**src/rtl/muldiv_sequencer.sv**
```systemverilog
// RV32M execution engine: single-cycle registered multiplier and a 32-step
// restoring divider, sequenced by a small FSM that stalls EX while busy.
module muldiv_sequencer #(
    parameter int XLEN = 32
) (
    input  logic            clk,
    input  logic            rst_n,
    input  logic            start,
    input  logic [2:0]      op,
    input  logic [XLEN-1:0] rs1,
    input  logic [XLEN-1:0] rs2,
    input  logic            flush,
    output logic            busy,
    output logic            done,
    output logic [XLEN-1:0] result,
    output logic            stall
);

    localparam int CW = $clog2(XLEN) + 1;
    localparam logic [XLEN-1:0] INT_MIN = {1'b1, {(XLEN-1){1'b0}}};

    typedef enum logic [2:0] {
        ST_IDLE,
        ST_MUL,
        ST_DIV,
        ST_FIX,
        ST_DONE
    } state_t;

    state_t state, state_nxt;

    logic [2:0]      op_q;
    logic [XLEN-1:0] a_q;
    logic [XLEN-1:0] b_q;
    logic [XLEN-1:0] dvs_q;
    logic [XLEN-1:0] quo_q;
    logic [XLEN:0]   rem_q;
    logic [CW-1:0]   cnt_q;
    logic            neg_quo_q;
    logic            neg_rem_q;
    logic            special_q;
    logic [XLEN-1:0] spec_res_q;
    logic [XLEN-1:0] result_q;

    logic            accept;
    logic            in_is_mul;
    logic            in_signed;
    logic            in_dbz;
    logic            in_ovf;
    logic [XLEN-1:0] in_abs_a;
    logic [XLEN-1:0] in_abs_b;
    logic [XLEN-1:0] in_spec_res;

    assign accept    = (state == ST_IDLE) && start && !flush;
    assign in_is_mul = !op[2];
    assign in_signed = !op[0];
    assign in_dbz    = (rs2 == '0);
    assign in_ovf    = in_signed && (rs1 == INT_MIN) && (rs2 == '1);
    assign in_abs_a  = (in_signed && rs1[XLEN-1]) ? -rs1 : rs1;
    assign in_abs_b  = (in_signed && rs2[XLEN-1]) ? -rs2 : rs2;
    // op[1] distinguishes REM/REMU from DIV/DIVU
    assign in_spec_res = op[1] ? (in_dbz ? rs1 : '0)
                               : (in_dbz ? '1 : INT_MIN);

    // Multiplier: operands extended to XLEN+1 bits so one signed multiply covers all four forms
    logic signed [XLEN:0]     mul_a;
    logic signed [XLEN:0]     mul_b;
    logic signed [2*XLEN+1:0] product;
    logic [XLEN-1:0]          mul_res;

    assign mul_a   = {(op_q[1:0] != 2'b11) & a_q[XLEN-1], a_q};
    assign mul_b   = {!op_q[1] & b_q[XLEN-1], b_q};
    assign product = mul_a * mul_b;
    assign mul_res = (op_q[1:0] == 2'b00) ? product[XLEN-1:0] : product[2*XLEN-1:XLEN];

    logic [XLEN:0]   div_shift;
    logic            div_ge;
    logic [XLEN:0]   div_diff;
    logic [XLEN-1:0] quo_fin;
    logic [XLEN-1:0] rem_fin;
    logic [XLEN-1:0] fix_res;

    assign div_shift = {rem_q[XLEN-1:0], quo_q[XLEN-1]};
    assign div_ge    = (div_shift >= {1'b0, dvs_q});
    assign div_diff  = div_shift - {1'b0, dvs_q};
    assign quo_fin   = neg_quo_q ? -quo_q : quo_q;
    assign rem_fin   = neg_rem_q ? -rem_q[XLEN-1:0] : rem_q[XLEN-1:0];
    assign fix_res   = special_q ? spec_res_q : (op_q[1] ? rem_fin : quo_fin);

    always_ff @(posedge clk or negedge rst_n) begin
        if (!rst_n) begin
            state <= ST_IDLE;
        end else begin
            state <= state_nxt;
        end
    end

    always_comb begin
        state_nxt = state;
        case (state)
            ST_IDLE: begin
                if (accept) begin
                    if (in_is_mul)                state_nxt = ST_MUL;
                    else if (in_dbz || in_ovf)    state_nxt = ST_FIX;
                    else                          state_nxt = ST_DIV;
                end
            end
            ST_MUL:  state_nxt = flush ? ST_IDLE : ST_DONE;
            ST_DIV: begin
                if (flush)                         state_nxt = ST_IDLE;
                else if (cnt_q == CW'(XLEN - 1))   state_nxt = ST_FIX;
            end
            ST_FIX:  state_nxt = flush ? ST_IDLE : ST_DONE;
            ST_DONE: state_nxt = ST_IDLE;
            default: state_nxt = ST_IDLE;
        endcase
    end

    always_ff @(posedge clk or negedge rst_n) begin
        if (!rst_n) begin
            op_q       <= '0;
            a_q        <= '0;
            b_q        <= '0;
            dvs_q      <= '0;
            quo_q      <= '0;
            rem_q      <= '0;
            cnt_q      <= '0;
            neg_quo_q  <= 1'b0;
            neg_rem_q  <= 1'b0;
            special_q  <= 1'b0;
            spec_res_q <= '0;
            result_q   <= '0;
        end else begin
            if (accept) begin
                op_q       <= op;
                a_q        <= rs1;
                b_q        <= rs2;
                dvs_q      <= in_abs_b;
                quo_q      <= in_abs_a;
                rem_q      <= '0;
                cnt_q      <= '0;
                neg_quo_q  <= in_signed && (rs1[XLEN-1] ^ rs2[XLEN-1]);
                neg_rem_q  <= in_signed && rs1[XLEN-1];
                special_q  <= in_dbz || in_ovf;
                spec_res_q <= in_spec_res;
            end else if (state == ST_DIV) begin
                rem_q <= div_ge ? div_diff : div_shift;
                quo_q <= {quo_q[XLEN-2:0], div_ge};
                cnt_q <= cnt_q + CW'(1);
            end
            if (!flush) begin
                if (state == ST_MUL)      result_q <= mul_res;
                else if (state == ST_FIX) result_q <= fix_res;
            end
        end
    end

    assign busy   = (state == ST_MUL) || (state == ST_DIV) || (state == ST_FIX);
    assign done   = (state == ST_DONE);
    assign result = result_q;
    assign stall  = busy || (start && (state == ST_IDLE) && !flush);

endmodule

```
**config.mk**
```make
export PLATFORM = sky130hd
export DESIGN_NAME = muldiv_sequencer
export DESIGN_NICKNAME = d
export VERILOG_FILES = /design/src/rtl/muldiv_sequencer.sv
export SDC_FILE = /design/constraint.sdc
export NUM_CORES = 2
export LEC_CHECK = 0
export BUFFER_PORTS_ARGS = -buffer_cell sky130_fd_sc_hd__buf_2
export CORE_MARGIN = 2
export CORE_UTILIZATION = 49
export CTS_BUF_LIST = sky130_fd_sc_hd__clkbuf_2 sky130_fd_sc_hd__clkbuf_4 sky130_fd_sc_hd__clkbuf_8
export DETAILED_ROUTE_END_ITERATION = 16
export GPL_TIMING_DRIVEN = 0
export SKIP_CTS_REPAIR_TIMING = 1
export SKIP_LAST_GASP = 1
export SLEW_MARGIN = 20
export SYNTH_ARGS = -nofsm -noshare
export SYNTH_HDL_FRONTEND = slang
export SYNTH_SLANG_ARGS = --single-unit
```
**constraint.sdc**
```tcl
create_clock -name clk -period 10.9 [get_ports clk]
set_clock_uncertainty 0.05 [all_clocks]
set_input_delay 2.18 -clock clk [delete_from_list [all_inputs] [get_ports clk]]
set_output_delay 2.18 -clock clk [all_outputs]
set_load 0.005 [all_outputs]
```
==> results.json <==
{
  "fin_crit_sh_pct": 96.3,
  "grt_max_degree": 66,
  "place_ws_ps": -298,
  "insertion_delay_ps": 660,
  "ys_seq_elements": 237,
  "critPathMaxStageDelay_ps": 760,
  "drt_iter0_drc": 4477,
  "maxSlewHeadroom_pct": 11.5,
  "die_h_um": 333,
  "cap_violations": 0,
  "vias": 44386,
  "nNetsFinal": 7658,
  "crit_required_ps": 11330,
  "cts_inserted_buffers": 45,
  "syn_nets": 7493,
  "synth_cells": 6046,
  "yosys_most_used_dff": "dfrtp_1",
  "final_common_cell": "inv_1",
  "clkTransAtPathRegs_ps": 70,
  "antenna_found_initial": 14,
  "synth.avg_cell_area_um2": 8.77,
  "setup.worst_path.end_class": "flop",
  "die_w_um": 333,
  "root_buffer": "clkbuf_8",
  "ant_nets": 0,
  "async_reset_ff_share_pct": 100,
  "synth_edf_count": 0,
  "path_max_fanout": 10,
  "dpl-instance-area_um2": 55500,
  "fmax_mhz": 95.3,
  "fp.dieArea_um2": 111000,
  "cpMaxStageDelayCell": "clkbuf_1",
  "reg2reg_depth": 25,
  "syn_area_um2": 53000,
  "port_buffers": 105,
  "hold_class": "flop to flop",
  "hold_violations": 0,
  "rr_startpoint": "a_q[19]",
  "final_cell_mix": "inv_1 (1138), nand2_1 (1128), fa_1 (1124), and2_1 (370), clkbuf_1 (321)",
  "drive_gt1_share_pct": 4.28,
  "fin_cells": 7657,
  "whs_endpoint": "spec_res_q[28]",
  "ys_types": 88,
  "holdCritStartpoint": "spec_res_q[28]",
  "grt_pass1_wl_um": 307000,
  "drcViolationCount": 0,
  "grt_pass1_vias": 45027,
  "pin_count": 106,
  "dp_hpwl_um": 173000,
  "cpMostUsedCell": "fa_1",
  "dr.pass1.iters": 6,
  "wl_per_cell_um": 27.2,
  "ys_seq_area_share_pct": 11.2,
  "tightest_slew_ps": 1320,
  "h-tree-depth": 2,
  "gp_congestion": 1.02,
  "crit_type": "flop to flop",
  "cts_tree": "yes",
  "via_per_inst": 5.80,
  "core_um2": 107000,
  "cts.path.max_buffers": 3,
  "rr_endpoint": "result[20]",
  "grt_usage_pct": 38.3,
  "setup_slack_ps": 405,
  "dp.cells": 7559,
  "critPathLaunchType": "flop",
  "status": "finished, final reports clean",
  "slew_viol_final": 0,
  "synthToLayoutAreaGrowth_pct": 6.56,
  "cts.sinks": 237,
  "period_minus_slack_ps": 10490,
  "rows": 120,
  "whs_path_depth": 2,
  "wirelength_um": 209000,
  "synth_warnings": 0,
  "cp.arrival_ps": 10930,
  "fin_area_um2": 56500,
  "timing.reg2reg.setup_slack_ps": 410,
  "initial_core_util_pct": 49.5,
  "rsz0062_at_grt": "no",
  "setup-violations-final": 0,
  "overflow": 0
}
routing by layer:
metal  routed length, um  GRT usage (%)  vias to the layer above
li1                    -              -                    18700
met1               83700           52.7                    22742
met2               89300           56.7                     2436
met3               23100           9.61                      496
met4               12300           18.5                       12
met5                  77              0                        -
worst max-delay path, delay by kind of cell, from the launching register on:
family / cells / cell delay, ps
fa+ha+maj: 9 / 4690
flops: 1 / 320
simple gates: 4 / 580
mux: 1 / 260
buf+inv: 5 / 1700
compound gates: 6 / 2710
worst max path at each step:
| stage | from | to | slack (ps) |
|---|---|---|---|
| 2_1_floorplan | a_q[31] | result[31] | 2410 |
| 5_1_grt | a_q[31] | result[30] | 130 |
| 3_3_place_gp | a_q[31] | result[30] | -510 |
| 6_report | a_q[19] | result[20] | 410 |
| 3_5_place_dp | a_q[31] | result[30] | -300 |
| 4_1_cts | a_q[31] | result[30] | -350 |
Yosys cell counts (all sizes together) (57+ instances only):
cell type  number  area (um2)
nand2        1128        4230
dfrtp         237        5930
o21ai         222        1110
inv          1140        4280
xnor2         130        1140
and2          370        2310
a21o           57         428
xor2           85         744
fa           1126       22500
clkbuf        336        1260
nor2          209         792
a21oi         162         815
ha            250        3130
flip-flops by register name, indices dropped and copies added, names as in the netlist, 3 cells and up:
name        flops
a_q            32
dvs_q          31
quo_q          32
b_q            32
result         32
cnt_q           6
rem_q          32
state           3
spec_res_q     32
through the flow:
stage               setup TNS [ps]  hold slack (ps)  utilization (%)
floorplan                        0              392                -
global placement             -1070              406             51.6
detailed placement            -330              409             51.8
CTS                           -439              423             52.6
global route                     0              456             52.7
finish                           0              430             52.7
logic make-up after synthesis:
| kind of cell | count (synthesis) | share of synthesized area, % |
|---|---|---|
| muxes | 40 | 0.764 |
| xor gates and xnor gates | 215 | 3.55 |
| DFF | 237 | 11.2 |
| buffers and inverters | 1489 | 10.6 |
| and+or+nand+nor | 1987 | 17.2 |
| adders and majority gates | 1376 | 48.4 |
| AOI/OAI and AO/OA | 702 | 8.30 |
area by class of cell:
cell class / count / area, um2
Antenna cell: 11 / 27.5
Buffer: 349 / 1340
Clock buffer: 61 / 783
Clock inverter: 18 / 163
Fill cell: 10416 / 50700
Inverter: 1140 / 4290
Multi-Input combinational cell: 4320 / 41500
Sequential cell: 237 / 5930
Tap cell: 1403 / 1760
Timing Repair Buffer: 118 / 717
Power is left out: the tool's default activity adds up to more than one toggle a clock period on the data nets, which glitch-free logic cannot reach.
